**src/rtl/mbi5153_cmd_pkg.sv**
```systemverilog
// Shared command codes, LATCH lengths and FSM state type for the MBI5153 command serializer.
package mbi5153_cmd_pkg;

  localparam logic [3:0] CMD_NOP   = 4'd0;
  localparam logic [3:0] CMD_VSYNC = 4'd1;
  localparam logic [3:0] CMD_WRC1  = 4'd2;
  localparam logic [3:0] CMD_WRC2  = 4'd3;
  localparam logic [3:0] CMD_WRC3  = 4'd4;
  localparam logic [3:0] CMD_SRST  = 4'd5;
  localparam logic [3:0] CMD_PREA  = 4'd6;

  localparam logic [3:0] LEN_VSYNC = 4'd2;
  localparam logic [3:0] LEN_WRC1  = 4'd4;
  localparam logic [3:0] LEN_WRC2  = 4'd8;
  localparam logic [3:0] LEN_WRC3  = 4'd6;
  localparam logic [3:0] LEN_SRST  = 4'd10;
  localparam logic [3:0] LEN_PREA  = 4'd14;

  typedef enum logic [2:0] {
    ST_IDLE, ST_LOAD, ST_SHIFT_LO, ST_SHIFT_HI, ST_TAIL, ST_DONE
  } state_e;

  // Zero doubles as "not a bus command" (NOP and undefined codes).
  function automatic logic [3:0] latch_len(input logic [3:0] cmd);
    case (cmd)
      CMD_VSYNC: latch_len = LEN_VSYNC;
      CMD_WRC1:  latch_len = LEN_WRC1;
      CMD_WRC2:  latch_len = LEN_WRC2;
      CMD_WRC3:  latch_len = LEN_WRC3;
      CMD_SRST:  latch_len = LEN_SRST;
      CMD_PREA:  latch_len = LEN_PREA;
      default:   latch_len = 4'd0;
    endcase
  endfunction

  function automatic logic is_wrc(input logic [3:0] cmd);
    is_wrc = (cmd == CMD_WRC1) || (cmd == CMD_WRC2) || (cmd == CMD_WRC3);
  endfunction

endpackage

```
**src/rtl/mbi5153_cmd_serializer_if.sv**
```systemverilog
// Request/bus bundle between the panel-driver top (master) and the command serializer (slave).
interface mbi5153_cmd_serializer_if #(parameter int W = 16);
  logic         REQUEST;
  logic [3:0]   CMD;
  logic [W-1:0] DATA_R, DATA_G, DATA_B;
  logic         READY, ACTIVE, DCLK, DCLK_ENA, LATCH, R, G, B, CMD_DONE;

  modport master (
    output REQUEST, CMD, DATA_R, DATA_G, DATA_B,
    input  READY, ACTIVE, DCLK, DCLK_ENA, LATCH, R, G, B, CMD_DONE
  );
  modport slave (
    input  REQUEST, CMD, DATA_R, DATA_G, DATA_B,
    output READY, ACTIVE, DCLK, DCLK_ENA, LATCH, R, G, B, CMD_DONE
  );
endinterface

```
**src/rtl/mbi5153_cmd_shifter.sv**
```systemverilog
// Per-lane word shift registers; the captured word is reloaded every W bits so each chained IC sees it.
module mbi5153_cmd_shifter #(
  parameter int LANES = 3,
  parameter int W     = 16
) (
  input  logic                      clk,
  input  logic                      rst_n,
  input  logic                      cap_i,
  input  logic [LANES-1:0][W-1:0]   data_i,
  input  logic                      load_i,
  input  logic                      shift_i,
  output logic [LANES-1:0]          msb_o
);
  localparam int BW = (W > 1) ? $clog2(W) : 1;
  localparam logic [BW-1:0] LAST = BW'(W - 1);

  logic [BW-1:0] bit_q;
  logic          wrap;

  assign wrap = (bit_q == LAST);

  always_ff @(posedge clk or negedge rst_n) begin
    if (!rst_n)                  bit_q <= '0;
    else if (load_i)             bit_q <= '0;
    else if (shift_i)            bit_q <= wrap ? '0 : bit_q + BW'(1);
  end

  for (genvar l = 0; l < LANES; l++) begin : g_lane
    logic [W-1:0] hold_q, sh_q;

    always_ff @(posedge clk or negedge rst_n) begin
      if (!rst_n) begin
        hold_q <= '0;
        sh_q   <= '0;
      end else begin
        if (cap_i) hold_q <= data_i[l];
        if (load_i || (shift_i && wrap)) sh_q <= hold_q;
        else if (shift_i)                sh_q <= {sh_q[W-2:0], 1'b0};
      end
    end

    assign msb_o[l] = sh_q[W-1];
  end

endmodule

```
**src/rtl/mbi5153_cmd_serializer.sv**
```systemverilog
// MBI5153 command serializer (VSYNC/PREA/SRST/WRC1-3) onto DCLK/LATCH/RGB.
// Optional MBI5153_CMD_DBG_COUNT_EN adds DBG_CMD_CNT, a count of completed bus commands.
module mbi5153_cmd_serializer
  import mbi5153_cmd_pkg::*;
#(
  parameter int NUM_IC_CHAIN   = 4,
  parameter int IC_WORD_LENGTH = 16
) (
  input  logic        CLK,
  input  logic        RESET,
`ifdef MBI5153_CMD_DBG_COUNT_EN
  output logic [15:0] DBG_CMD_CNT,
`endif
  mbi5153_cmd_serializer_if.slave bus
);
  localparam int TMAX = NUM_IC_CHAIN * IC_WORD_LENGTH;
  localparam int KW   = $clog2(TMAX + 1);

  state_e        state_q, state_d;
  logic [KW-1:0] k_q, t_q, thr_q;
  logic          accept, nop, ld, shift;
  logic [3:0]    req_len;
  logic          req_wrc;
  logic [KW-1:0] t_d;
  logic [2:0][IC_WORD_LENGTH-1:0] cap_data;
  logic [2:0]    msb, rgb_q;
  logic          ready_q, active_q, done_q, dclk_q, ena_q, latch_q;

  assign req_len  = latch_len(bus.CMD);
  assign req_wrc  = is_wrc(bus.CMD);
  assign t_d      = req_wrc ? KW'(TMAX) : KW'(req_len);
  assign cap_data = req_wrc ? {bus.DATA_B, bus.DATA_G, bus.DATA_R} : '0;

  always_ff @(posedge CLK or negedge RESET) begin
    if (!RESET) state_q <= ST_IDLE;
    else        state_q <= state_d;
  end

  always_comb begin
    state_d = state_q;
    accept  = 1'b0;
    nop     = 1'b0;
    ld      = 1'b0;
    shift   = 1'b0;
    case (state_q)
      ST_IDLE: if (ready_q && bus.REQUEST) begin
        if (req_len != 4'd0) begin
          accept  = 1'b1;
          state_d = ST_LOAD;
        end else begin
          nop = 1'b1;
        end
      end
      ST_LOAD: begin
        ld      = 1'b1;
        state_d = ST_SHIFT_LO;
      end
      ST_SHIFT_LO: state_d = ST_SHIFT_HI;
      ST_SHIFT_HI: begin
        shift   = 1'b1;
        state_d = (k_q == t_q - KW'(1)) ? ST_TAIL : ST_SHIFT_LO;
      end
      ST_TAIL: state_d = ST_DONE;
      ST_DONE: state_d = ST_IDLE;
      default: state_d = ST_IDLE;
    endcase
  end

  always_ff @(posedge CLK or negedge RESET) begin
    if (!RESET) begin
      k_q   <= '0;
      t_q   <= '0;
      thr_q <= '0;
    end else begin
      if (accept) begin
        t_q   <= t_d;
        thr_q <= t_d - KW'(req_len);
      end
      if (ld)         k_q <= '0;
      else if (shift) k_q <= k_q + KW'(1);
    end
  end

  mbi5153_cmd_shifter #(.LANES(3), .W(IC_WORD_LENGTH)) u_shift (
    .clk     (CLK),
    .rst_n   (RESET),
    .cap_i   (accept),
    .data_i  (cap_data),
    .load_i  (ld),
    .shift_i (shift),
    .msb_o   (msb)
  );

  // Outputs follow the state one cycle later; READY re-opens one cycle after the CMD_DONE strobe.
  always_ff @(posedge CLK or negedge RESET) begin
    if (!RESET) begin
      ready_q  <= 1'b1;
      active_q <= 1'b0;
      done_q   <= 1'b0;
      dclk_q   <= 1'b0;
      ena_q    <= 1'b0;
      latch_q  <= 1'b0;
      rgb_q    <= '0;
    end else begin
      ready_q  <= (state_q == ST_IDLE) && (state_d == ST_IDLE);
      active_q <= state_q inside {ST_LOAD, ST_SHIFT_LO, ST_SHIFT_HI, ST_TAIL};
      done_q   <= nop || (state_q == ST_DONE);
      dclk_q   <= (state_q == ST_SHIFT_HI);
      ena_q    <= state_q inside {ST_SHIFT_LO, ST_SHIFT_HI};
      case (state_q)
        ST_SHIFT_LO: begin
          rgb_q   <= msb;
          latch_q <= (k_q >= thr_q);
        end
        ST_SHIFT_HI: ;
        default: begin
          rgb_q   <= '0;
          latch_q <= 1'b0;
        end
      endcase
    end
  end

  assign bus.READY    = ready_q;
  assign bus.ACTIVE   = active_q;
  assign bus.CMD_DONE = done_q;
  assign bus.DCLK     = dclk_q;
  assign bus.DCLK_ENA = ena_q;
  assign bus.LATCH    = latch_q;
  assign bus.R        = rgb_q[0];
  assign bus.G        = rgb_q[1];
  assign bus.B        = rgb_q[2];

`ifdef MBI5153_CMD_DBG_COUNT_EN
  logic [15:0] dbg_cnt_q;
  always_ff @(posedge CLK or negedge RESET) begin
    if (!RESET)                   dbg_cnt_q <= '0;
    else if (state_q == ST_DONE)  dbg_cnt_q <= dbg_cnt_q + 16'd1;
  end
  assign DBG_CMD_CNT = dbg_cnt_q;
`endif

endmodule

```
**src/flat_wrapper.sv**
```systemverilog
// flat-port wrapper written by rule: the top's interface ports become plain ports
module mbi5153_cmd_serializer_flat import mbi5153_cmd_pkg::*;
#(
  parameter int NUM_IC_CHAIN   = 4,
  parameter int IC_WORD_LENGTH = 16
)
  (CLK, RESET, bus_REQUEST, bus_CMD, bus_DATA_R, bus_DATA_G, bus_DATA_B, bus_READY, bus_ACTIVE, bus_DCLK, bus_DCLK_ENA, bus_LATCH, bus_R, bus_G, bus_B, bus_CMD_DONE);
  mbi5153_cmd_serializer_if #(.W((16))) bus_i ();
  input  logic CLK;
  input  logic RESET;
  input wire logic [$bits(bus_i.REQUEST)-1:0] bus_REQUEST;
  input wire logic [$bits(bus_i.CMD)-1:0] bus_CMD;
  input wire logic [$bits(bus_i.DATA_R)-1:0] bus_DATA_R;
  input wire logic [$bits(bus_i.DATA_G)-1:0] bus_DATA_G;
  input wire logic [$bits(bus_i.DATA_B)-1:0] bus_DATA_B;
  output wire logic [$bits(bus_i.READY)-1:0] bus_READY;
  output wire logic [$bits(bus_i.ACTIVE)-1:0] bus_ACTIVE;
  output wire logic [$bits(bus_i.DCLK)-1:0] bus_DCLK;
  output wire logic [$bits(bus_i.DCLK_ENA)-1:0] bus_DCLK_ENA;
  output wire logic [$bits(bus_i.LATCH)-1:0] bus_LATCH;
  output wire logic [$bits(bus_i.R)-1:0] bus_R;
  output wire logic [$bits(bus_i.G)-1:0] bus_G;
  output wire logic [$bits(bus_i.B)-1:0] bus_B;
  output wire logic [$bits(bus_i.CMD_DONE)-1:0] bus_CMD_DONE;
  assign bus_i.REQUEST = bus_REQUEST;
  assign bus_i.CMD = bus_CMD;
  assign bus_i.DATA_R = bus_DATA_R;
  assign bus_i.DATA_G = bus_DATA_G;
  assign bus_i.DATA_B = bus_DATA_B;
  assign bus_READY = bus_i.READY;
  assign bus_ACTIVE = bus_i.ACTIVE;
  assign bus_DCLK = bus_i.DCLK;
  assign bus_DCLK_ENA = bus_i.DCLK_ENA;
  assign bus_LATCH = bus_i.LATCH;
  assign bus_R = bus_i.R;
  assign bus_G = bus_i.G;
  assign bus_B = bus_i.B;
  assign bus_CMD_DONE = bus_i.CMD_DONE;
  mbi5153_cmd_serializer #(.NUM_IC_CHAIN(NUM_IC_CHAIN), .IC_WORD_LENGTH(IC_WORD_LENGTH)) u_core (.CLK(CLK), .RESET(RESET), .bus(bus_i));
endmodule
```
**config.mk**
```make
export PLATFORM = sky130hd
export DESIGN_NAME = mbi5153_cmd_serializer_flat
export DESIGN_NICKNAME = d
export VERILOG_FILES = /design/src/rtl/mbi5153_cmd_pkg.sv /design/src/rtl/mbi5153_cmd_serializer_if.sv /design/src/rtl/mbi5153_cmd_shifter.sv /design/src/rtl/mbi5153_cmd_serializer.sv /design/src/flat_wrapper.sv
export SDC_FILE = /design/constraint.sdc
export NUM_CORES = 1
export LEC_CHECK = 0
export CORE_ASPECT_RATIO = 0.8
export CORE_MARGIN = 5
export CORE_UTILIZATION = 45
export DETAILED_ROUTE_END_ITERATION = 7
export PLACE_DENSITY_LB_ADDON = 0.2
export SLEW_MARGIN = 10
export SYNTH_ARGS = -nofsm -noshare
export SYNTH_HDL_FRONTEND = slang
export SYNTH_HIERARCHICAL = 1
export SYNTH_SLANG_ARGS = --single-unit
```
**constraint.sdc**
```tcl
create_clock -name CLK -period 7.74 [get_ports CLK]
set_input_delay 2.322 -clock CLK [delete_from_list [all_inputs] [get_ports CLK]]
set_output_delay 2.322 -clock CLK [all_outputs]
set_load 0.1 [all_outputs]
```
==> impl_results.html, run 1 <==
<table>
<tr><th>Metric</th><th>Value</th></tr>
<tr><th colspan="2">Die</th></tr>
<tr><td>Die extent in x</td><td>139 um</td></tr>
<tr><td>Row count</td><td>37</td></tr>
<tr><td>Overall die height</td><td>113 um</td></tr>
<tr><td>Die area</td><td>15700 sq um</td></tr>
<tr><td>Core area</td><td>12900 sq um</td></tr>
<tr><td>Initial Utilization</td><td>46.2%</td></tr>
<tr><td>Ports placed on the boundary</td><td>64</td></tr>
<tr><th colspan="2">STA</th></tr>
<tr><td>Measured slew at the worst slew-check pin</td><td>1.11 ns</td></tr>
<tr><td>Crit share post-route</td><td>60.7%</td></tr>
<tr><td>Final hold viol count</td><td>0</td></tr>
<tr><td>Clk_skew</td><td>0.00711 ns</td></tr>
<tr><td>Unrepaired setup endpoints after global routing</td><td>no</td></tr>
<tr><td>Max frequency</td><td>213 MHz</td></tr>
<tr><td>Hold_ws</td><td>0.495 ns</td></tr>
<tr><td>Setup violations, final</td><td>0</td></tr>
<tr><td>Post-layout minimum cycle time</td><td>4.70 ns</td></tr>
<tr><td>Final Slew Violations</td><td>0</td></tr>
<tr><td>PnR worst setup slack</td><td>3.04 ns</td></tr>
<tr><td>Worst rel slew slack</td><td>25.7%</td></tr>
<tr><td>Post-Route Setup TNS</td><td>0 ns</td></tr>
<tr><th colspan="2">GRT</th></tr>
<tr><td>Global-route wire length before repair</td><td>19900 um</td></tr>
<tr><td>Number of global-route vias before repair</td><td>4000</td></tr>
<tr><td>Antenna violations before repair</td><td>0</td></tr>
<tr><td>GRT Residual Overflow</td><td>0</td></tr>
<tr><td>Overall track demand over capacity in global routing</td><td>15.5%</td></tr>
<tr><td>Pin count of the biggest net entering global routing</td><td>82</td></tr>
<tr><th colspan="2">Yosys</th></tr>
<tr><td>Top cells by instance count after synthesis</td><td>128 x sky130_fd_sc_hd__dfrtp_1, 72 x sky130_fd_sc_hd__and2_1, 50 x sky130_fd_sc_hd__mux2_2, 45 x sky130_fd_sc_hd__a221o_1, 21 x sky130_fd_sc_hd__and2_0</td></tr>
<tr><td>Number of nets in the synthesized netlist</td><td>567</td></tr>
<tr><td>Largest area contributor in the netlist</td><td>sky130_fd_sc_hd__dfrtp_1</td></tr>
<tr><td>Fraction of synthesized cell area taken by the top area cell type</td><td>53.6%</td></tr>
<tr><td>Largest cells by area after synthesis</td><td>sky130_fd_sc_hd__dfrtp_1 54%, sky130_fd_sc_hd__mux2_2 9.4%, sky130_fd_sc_hd__a221o_1 7.5%</td></tr>
<tr><td>Synthesized instance count</td><td>500</td></tr>
<tr><td>Number of enable flip-flop cells after synthesis</td><td>0</td></tr>
<tr><td>Count of state elements after synthesis</td><td>129</td></tr>
<tr><td>Synth warn</td><td>6</td></tr>
<tr><td>Synthesized area per cell</td><td>11.9 sq um</td></tr>
<tr><td>FFs w/ async S/R, synth</td><td>100%</td></tr>
<tr><td>Most used flip-flop cell after synthesis</td><td>sky130_fd_sc_hd__dfrtp_1</td></tr>
<tr><td>Most repeated cell in the gate-level netlist after synthesis</td><td>sky130_fd_sc_hd__dfrtp_1</td></tr>
<tr><td>Synthesized cell area</td><td>5970 sq um</td></tr>
<tr><td>Post-synthesis sequential area ratio</td><td>54.1%</td></tr>
<tr><td>Count of different cell masters after synthesis</td><td>44</td></tr>
<tr><th colspan="2">Min path</th></tr>
<tr><td>Startpoint of the most critical hold path</td><td>u_core/u_shift/g_lane[1].hold_q[2]</td></tr>
<tr><td>Cell count of the worst hold path</td><td>1</td></tr>
<tr><td>Hold Crit Class</td><td>reg -&gt; reg</td></tr>
<tr><th colspan="2">Critical path</th></tr>
<tr><td>R2r worst-path depth</td><td>4</td></tr>
<tr><td>Arrival time worst endpoint</td><td>4.98 ns</td></tr>
<tr><td>Startpoint of the worst-slack reg-to-reg timing path</td><td>u_core/state_q[1]</td></tr>
<tr><td>Register-to-register setup slack</td><td>4.60 ns</td></tr>
<tr><td>Worst Path Class, Setup</td><td>in -&gt; reg</td></tr>
<tr><td>Worst Setup End Kind</td><td>flop</td></tr>
<tr><td>Element type at the critical path start</td><td>primary input</td></tr>
<tr><td>Launching element of the worst setup path</td><td>bus_CMD[2]</td></tr>
<tr><td>Required @ worst endpoint</td><td>8.02 ns</td></tr>
<tr><td>Largest fanout on the critical path</td><td>50</td></tr>
<tr><th colspan="2">Finish</th></tr>
<tr><td>Diodes inserted</td><td>0</td></tr>
<tr><td>Post-synthesis to final-layout area growth</td><td>21.7%</td></tr>
<tr><td>Design area</td><td>7270 sq um</td></tr>
<tr><td>Final net count</td><td>618</td></tr>
<tr><td>Layout cell share with drive strength beyond 1</td><td>15.8%</td></tr>
<tr><td>Final core utilization</td><td>56.3%</td></tr>
<tr><th colspan="2">Clock tree</th></tr>
<tr><td>TritonCTS clock tree</td><td>yes</td></tr>
<tr><td>Setup repair bufs after CTS</td><td>0</td></tr>
<tr><td>Post-cts hold buffer count</td><td>0</td></tr>
<tr><td>Clock tree root driver cell</td><td>sky130_fd_sc_hd__clkbuf_16</td></tr>
<tr><td>Cts bufs inserted</td><td>17</td></tr>
<tr><td>Number of cells upsized or downsized after cts</td><td>0</td></tr>
<tr><td>Largest buffer count on any clock path</td><td>2</td></tr>
<tr><td>H-Tree Level Count</td><td>4</td></tr>
<tr><td># clock sinks</td><td>129</td></tr>
<tr><td>Clk Latency, worst-skew pair</td><td>0.40 ns</td></tr>
<tr><td>CTS clk-pin slew, worst paths</td><td>0.05 ns</td></tr>
<tr><th colspan="2">Power and ir drop</th></tr>
<tr><td>Internal power</td><td>1.53 mW</td></tr>
<tr><td>Worst supply voltage drop on vdd</td><td>180 uV</td></tr>
<tr><td>Sw Share</td><td>31.2%</td></tr>
<tr><td>Power spent charging and discharging nets</td><td>0.694 mW</td></tr>
<tr><td>Flop pwr share</td><td>40.4%</td></tr>
<tr><td>Leakage power</td><td>3.41 nW</td></tr>
<tr><td>Share of total power in combinational logic</td><td>22.7%</td></tr>
<tr><td>Areal power density over the cells</td><td>306 nW/um^2</td></tr>
<tr><td>Clock power share</td><td>36.9%</td></tr>
<tr><th colspan="2">Job</th></tr>
<tr><td>Max Cap Violations</td><td>0</td></tr>
<tr><th colspan="2">Routing</th></tr>
<tr><td>WL/cell</td><td>15.9 um</td></tr>
<tr><td>1st-iter DRT viols</td><td>161</td></tr>
<tr><td>Via density per instance</td><td>5.29</td></tr>
<tr><td>Remaining antenna violation count after routing</td><td>0</td></tr>
<tr><td>Number of iterations in the first detailed-routing pass</td><td>4</td></tr>
<tr><td>Routed Wire Length</td><td>11700 um</td></tr>
<tr><td>Total via count in the routed design</td><td>3901</td></tr>
<tr><td>Drc violations</td><td>0</td></tr>
<tr><th colspan="2">Placed design</th></tr>
<tr><td>Buffers on Ports</td><td>63</td></tr>
<tr><td>Standard cell area after detailed placement</td><td>6670 sq um</td></tr>
<tr><td>Final HPWL from detailed placement</td><td>7320 um</td></tr>
<tr><td>Weighted congestion reported at the end of routability-driven placement</td><td>0.797</td></tr>
<tr><td>Placement-stage worst setup slack</td><td>2.62 ns</td></tr>
<tr><th colspan="2">Outcome</th></tr>
<tr><td>Status</td><td>completed</td></tr>
</table>
flip-flops by register name, summed over array words and instances (netlist names):
register,flops
u_core/u_shift/g_lane.sh_q,48
u_core/thr_q,6
u_core/bus.DCLK_ENA,1
u_core/bus.ACTIVE,1
u_core/bus.LATCH,1
u_core/bus.CMD_DONE,1
u_core/state_q,3
u_core/rgb_q,3
u_core/t_q,4
u_core/u_shift/g_lane.hold_q,48
u_core/k_q,7
u_core/bus.READY,1
u_core/u_shift/bit_q,4
u_core/bus.DCLK,1
final cells by class:
| type | count | area, sq um |
|---|---|---|
| fill | 1038 | 5640 |
| sequential | 129 | 3230 |
| multi-input combinational | 319 | 2500 |
| timing repair buffer | 67 | 658 |
| clock buffer | 25 | 505 |
| tap | 175 | 219 |
| clock inverter | 5 | 100 |
| inverter | 17 | 63.8 |
worst max-delay path, cell delays in order:
cell and delay [ns]:
sky130_fd_sc_hd__clkdlybuf4s50_1 0.52, sky130_fd_sc_hd__a31o_2 0.30, sky130_fd_sc_hd__or4_4 0.56, sky130_fd_sc_hd__inv_2 0.82, sky130_fd_sc_hd__mux2_2 0.43
worst paths after layout:
| path | endpoint |
|---|---|
| setup reg to reg | u_core/u_shift/g_lane[0].hold_q[0] |
| max in group asynchronous | u_core/u_shift/g_lane[0].hold_q[8] |
| setup / recovery | u_core/u_shift/g_lane[0].hold_q[0] |
| hold reg to reg | u_core/u_shift/g_lane[1].hold_q[2] |
| min in group asynchronous | u_core/u_shift/g_lane[1].hold_q[5] |
| hold / removal | u_core/u_shift/g_lane[1].hold_q[2] |
power by group through the flow:
stage | Combinational (mW) | Clock [mW] | Sequential (mW)
2_1_floorplan | 0.315 | 0 | 0.956
3_3_place_gp | 0.488 | 0 | 0.904
3_5_place_dp | 0.505 | 0 | 0.906
4_1_cts | 0.506 | 0.836 | 0.898
5_1_grt | 0.553 | 0.865 | 0.915
6_report | 0.504 | 0.821 | 0.900
metrics by stage:
step                      std cells  power, mW
after floorplan                 500       1.27
after global placement          707       1.39
after detailed placement        707       1.41
after CTS                       737       2.24
after global routing            737       2.33
final                           737       2.23
layer usage:
layer / global-route usage (%) / vias up / share of wire (%)
met4: 5.61 / 0 / 0.63
met5: 0 / - / 0
li1: - / 1879 / -
met1: 21.8 / 1910 / 48
met2: 23.2 / 107 / 45
met3: 4.06 / 5 / 6.3
cell families (layout without fill, tap and decap cells):
| group | after synthesis | in the layout | share of synthesized area, % |
|---|---|---|---|
| AND/OR/NAND/NOR | 158 | 158 | 15.3 |
| flip-flops | 129 | 129 | 54.1 |
| AO/OA/AOI/OAI | 84 | 84 | 12.0 |
| multiplexers | 56 | 56 | 10.5 |
| buffers and inverters | 52 | 114 | 4.27 |
| adder cells (fa/ha/maj) | 12 | 12 | 2.51 |
| XOR/XNOR | 9 | 9 | 1.32 |
layout by cell type, fill, tap and decap left out, types with 5 or more instances in the layout:
master,count
sky130_fd_sc_hd__a221o_1,45
sky130_fd_sc_hd__nor3_1,5
sky130_fd_sc_hd__inv_1,16
sky130_fd_sc_hd__xnor2_1,5
sky130_fd_sc_hd__nand3_1,12
sky130_fd_sc_hd__mux2i_1,5
sky130_fd_sc_hd__and2_1,72
sky130_fd_sc_hd__clkbuf_16,17
sky130_fd_sc_hd__nand2_1,12
sky130_fd_sc_hd__nand2b_1,5
sky130_fd_sc_hd__a21oi_1,6
sky130_fd_sc_hd__and2_0,21
sky130_fd_sc_hd__buf_4,5
sky130_fd_sc_hd__clkdlybuf4s50_1,62
sky130_fd_sc_hd__o21ai_0,16
sky130_fd_sc_hd__clkbuf_8,5
sky130_fd_sc_hd__nor2_1,12
sky130_fd_sc_hd__dfrtp_1,128
sky130_fd_sc_hd__mux2_2,50
sky130_fd_sc_hd__ha_1,12
(Power assumes the default switching activity.)
==> inputs of run 2 (changes only) <==
Clock period 7.74 ns to 4.86 ns, I/O delays scaled along.
==> run 2 against run 1 <==
Sequential share of layout area is 0.092 points lower; clock power increased by 56%; final area up 0.21%; via count up 0.59%.
==> impl_results.html, run 2 (synthesis results as in run 1) <==
<table>
<tr><th>Metric</th><th>Value</th></tr>
<tr><th colspan="2">Finish</th></tr>
<tr><td>Biggest registers after layout</td><td>u_core/u_shift/g_lane.hold_q x48, u_core/u_shift/g_lane.sh_q x48, u_core/k_q x7</td></tr>
<tr><td>Final net count</td><td>620</td></tr>
<tr><td>Layout cell share with drive strength beyond 1</td><td>16.2%</td></tr>
<tr><td>Leading cell type in the layout, fill and taps excluded</td><td>sky130_fd_sc_hd__dfrtp_1</td></tr>
<tr><td>Commonest cells after routing, fill and taps aside</td><td>128 x sky130_fd_sc_hd__dfrtp_1, 72 x sky130_fd_sc_hd__and2_1, 62 x sky130_fd_sc_hd__clkdlybuf4s50_1</td></tr>
<tr><td>Diodes inserted</td><td>0</td></tr>
<tr><td>Post-synthesis to final-layout area growth</td><td>22.0%</td></tr>
<tr><td># fillers</td><td>1089</td></tr>
<tr><td>Design area</td><td>7290 sq um</td></tr>
<tr><th colspan="2">Power and ir drop</th></tr>
<tr><td>Worst supply voltage drop on vdd</td><td>272 uV</td></tr>
<tr><td>Leakage power</td><td>3.42 nW</td></tr>
<tr><td>Areal power density over the cells</td><td>482 nW/um^2</td></tr>
<tr><th colspan="2">Placed design</th></tr>
<tr><td>Standard cell area after detailed placement</td><td>6690 sq um</td></tr>
<tr><td>Final HPWL from detailed placement</td><td>7540 um</td></tr>
<tr><td>Buffers on Ports</td><td>63</td></tr>
<tr><td>Weighted congestion reported at the end of routability-driven placement</td><td>0.779</td></tr>
<tr><th colspan="2">GRT</th></tr>
<tr><td>Met3 global-route usage</td><td>5.11%</td></tr>
<tr><td>Number of global-route vias before repair</td><td>4066</td></tr>
<tr><td>Most Crowded Layer GR</td><td>met1</td></tr>
<tr><td>Met2 layer usage reported by global route</td><td>23.2%</td></tr>
<tr><td>Antenna violations before repair</td><td>0</td></tr>
<tr><td>Global-route met1 utilization</td><td>23.5%</td></tr>
<tr><td>GRT Residual Overflow</td><td>0</td></tr>
<tr><td>Overall track demand over capacity in global routing</td><td>16.2%</td></tr>
<tr><td>Pin count of the biggest net entering global routing</td><td>68</td></tr>
<tr><td>Global-route wire length before repair</td><td>20500 um</td></tr>
<tr><th colspan="2">Critical path</th></tr>
<tr><td>Capturing point of the worst reg2reg path</td><td>u_core/u_shift/g_lane[0].sh_q[4]</td></tr>
<tr><td>Worst Setup End Kind</td><td>flop</td></tr>
<tr><td>Worst Path Class, Setup</td><td>in -&gt; reg</td></tr>
<tr><td>Largest incremental delay on the critical path</td><td>0.58 ns</td></tr>
<tr><td>Required @ worst endpoint</td><td>5.14 ns</td></tr>
<tr><td>Element type at the critical path start</td><td>primary input</td></tr>
<tr><td>Critical Path Slowest Stage Cell</td><td>sky130_fd_sc_hd__or4_4</td></tr>
<tr><td>R2r worst-path depth</td><td>6</td></tr>
<tr><td>Startpoint of the worst-slack reg-to-reg timing path</td><td>u_core/state_q[0]</td></tr>
<tr><td>Register-to-register setup slack</td><td>1.92 ns</td></tr>
<tr><td>Critical-path cell list</td><td>clkdlybuf4s50_1, a31o_2, or4_4, inv_2, buf_12, mux2_2</td></tr>
<tr><td>Kind of cell with the highest combined delay on the critical path</td><td>buffers and inverters</td></tr>
<tr><td>Arrival time worst endpoint</td><td>3.91 ns</td></tr>
<tr><td>Largest fanout on the critical path</td><td>29</td></tr>
<tr><td>Number of buffer and inverter stages on the critical path</td><td>3</td></tr>
<tr><th colspan="2">Die</th></tr>
<tr><td>Core area</td><td>12900 sq um</td></tr>
<tr><td>Die area</td><td>15700 sq um</td></tr>
<tr><td>Row count</td><td>37</td></tr>
<tr><td>Die extent in x</td><td>139 um</td></tr>
<tr><td>Ports placed on the boundary</td><td>64</td></tr>
<tr><td>Overall die height</td><td>113 um</td></tr>
<tr><td>Initial Utilization</td><td>46.2%</td></tr>
<tr><th colspan="2">STA</th></tr>
<tr><td>Unrepaired setup endpoints after global routing</td><td>no</td></tr>
<tr><td>Clk_skew</td><td>0.00883 ns</td></tr>
<tr><td>Post-Route Setup TNS</td><td>0 ns</td></tr>
<tr><td>Worst rel slew slack</td><td>24.0%</td></tr>
<tr><td>Max frequency</td><td>275 MHz</td></tr>
<tr><td>Post-layout minimum cycle time</td><td>3.63 ns</td></tr>
<tr><td>Measured slew at the worst slew-check pin</td><td>1.14 ns</td></tr>
<tr><td>Setup violations, final</td><td>0</td></tr>
<tr><td>Final hold viol count</td><td>0</td></tr>
<tr><td>Crit share post-route</td><td>74.7%</td></tr>
<tr><td>Final Slew Violations</td><td>0</td></tr>
<tr><th colspan="2">Routing</th></tr>
<tr><td>Drc violations</td><td>0</td></tr>
<tr><td>Total via count in the routed design</td><td>3924</td></tr>
<tr><td>Number of iterations in the first detailed-routing pass</td><td>5</td></tr>
<tr><td>Routed Wire Length</td><td>11900 um</td></tr>
<tr><td>WL/cell</td><td>16.1 um</td></tr>
<tr><td>1st-iter DRT viols</td><td>210</td></tr>
<tr><td>Remaining antenna violation count after routing</td><td>0</td></tr>
<tr><td>Via density per instance</td><td>5.32</td></tr>
<tr><th colspan="2">Clock tree</th></tr>
<tr><td>Clock tree root driver cell</td><td>sky130_fd_sc_hd__clkbuf_16</td></tr>
<tr><td># clock sinks</td><td>129</td></tr>
<tr><td>Post-cts hold buffer count</td><td>0</td></tr>
<tr><td>Cts bufs inserted</td><td>17</td></tr>
<tr><td>CTS clk-pin slew, worst paths</td><td>0.05 ns</td></tr>
<tr><td>TritonCTS clock tree</td><td>yes</td></tr>
<tr><td>Number of cells upsized or downsized after cts</td><td>0</td></tr>
<tr><td>Setup repair bufs after CTS</td><td>0</td></tr>
<tr><td>H-Tree Level Count</td><td>4</td></tr>
<tr><td>Clk Latency, worst-skew pair</td><td>0.41 ns</td></tr>
<tr><td>Largest buffer count on any clock path</td><td>2</td></tr>
<tr><th colspan="2">Min path</th></tr>
<tr><td>Cell count of the worst hold path</td><td>1</td></tr>
<tr><td>Worst min-delay path endpoint</td><td>u_core/u_shift/g_lane[0].hold_q[10]</td></tr>
<tr><td>Startpoint of the most critical hold path</td><td>u_core/u_shift/g_lane[0].hold_q[10]</td></tr>
<tr><td>Hold Crit Class</td><td>reg -&gt; reg</td></tr>
<tr><th colspan="2">Outcome</th></tr>
<tr><td>Status</td><td>completed</td></tr>
<tr><th colspan="2">Job</th></tr>
<tr><td>Max Cap Violations</td><td>0</td></tr>
</table>
## run 2: changes by cell type in the layout (fill, tap and decap cells not counted)
cell / before / now
sky130_fd_sc_hd__clkbuf_8: 5 / 4
sky130_fd_sc_hd__buf_4: 5 / 6
sky130_fd_sc_hd__clkinv_2: 2 / 3
sky130_fd_sc_hd__clkbuf_1: 3 / 2
sky130_fd_sc_hd__buf_12: 0 / 1
## run 2: power breakdown
group          leakage (nW)  internal, mW  switching, mW
sequential             1.73          1.26          0.167
combinational          1.39         0.307          0.499
clock                 0.295         0.849          0.428
total                  3.42          2.42           1.09
## run 2: layout make-up
class                      instances  area [sq um]  area share (%)
sequential                       129          3230            44.3
multi-input combinational        319          2500            34.3
timing repair buffer              69           686            9.41
clock buffer                      23           488            6.70
tap                              175           219            3.00
clock inverter                     6           105            1.44
inverter                          17          63.8           0.876
## run 2: metal layers
layer	routed length, um	part of all wire, %
met2	5290	44
met1	5970	50
met5	0	0
met3	501	4.2
met4	148	1.2
## run 2: worst max-delay path by stage
stage / start / endpoint / cells past startpoint
finish: bus_CMD[2] / u_core/u_shift/g_lane[1].hold_q[11] / 6
detailed placement: bus_CMD[2] / u_core/u_shift/g_lane[0].hold_q[14] / 6
global route: bus_CMD[2] / u_core/u_shift/g_lane[1].hold_q[13] / 6
CTS: bus_CMD[2] / u_core/u_shift/g_lane[2].hold_q[2] / 6
floorplan: bus_CMD[2] / u_core/u_shift/g_lane[0].hold_q[0] / 7
global placement: bus_CMD[2] / u_core/u_shift/g_lane[0].hold_q[6] / 6
## run 2: per-stage QoR
| stage | utilization, % | hold WS [ns] | instances | setup slack [ns] | power [mW] |
|---|---|---|---|---|---|
| floorplan | - | 0.449 | 500 | 1.53 | 2.02 |
| finish | 56.4 | 0.495 | 738 | 1.23 | 3.51 |
| global placement | 51.8 | 0.467 | 709 | 0.879 | 2.22 |
| detailed placement | 51.8 | 0.466 | 709 | 0.787 | 2.25 |
| global route | 56.4 | 0.507 | 738 | 1.10 | 3.70 |
| CTS | 56.4 | 0.499 | 738 | 1.22 | 3.55 |
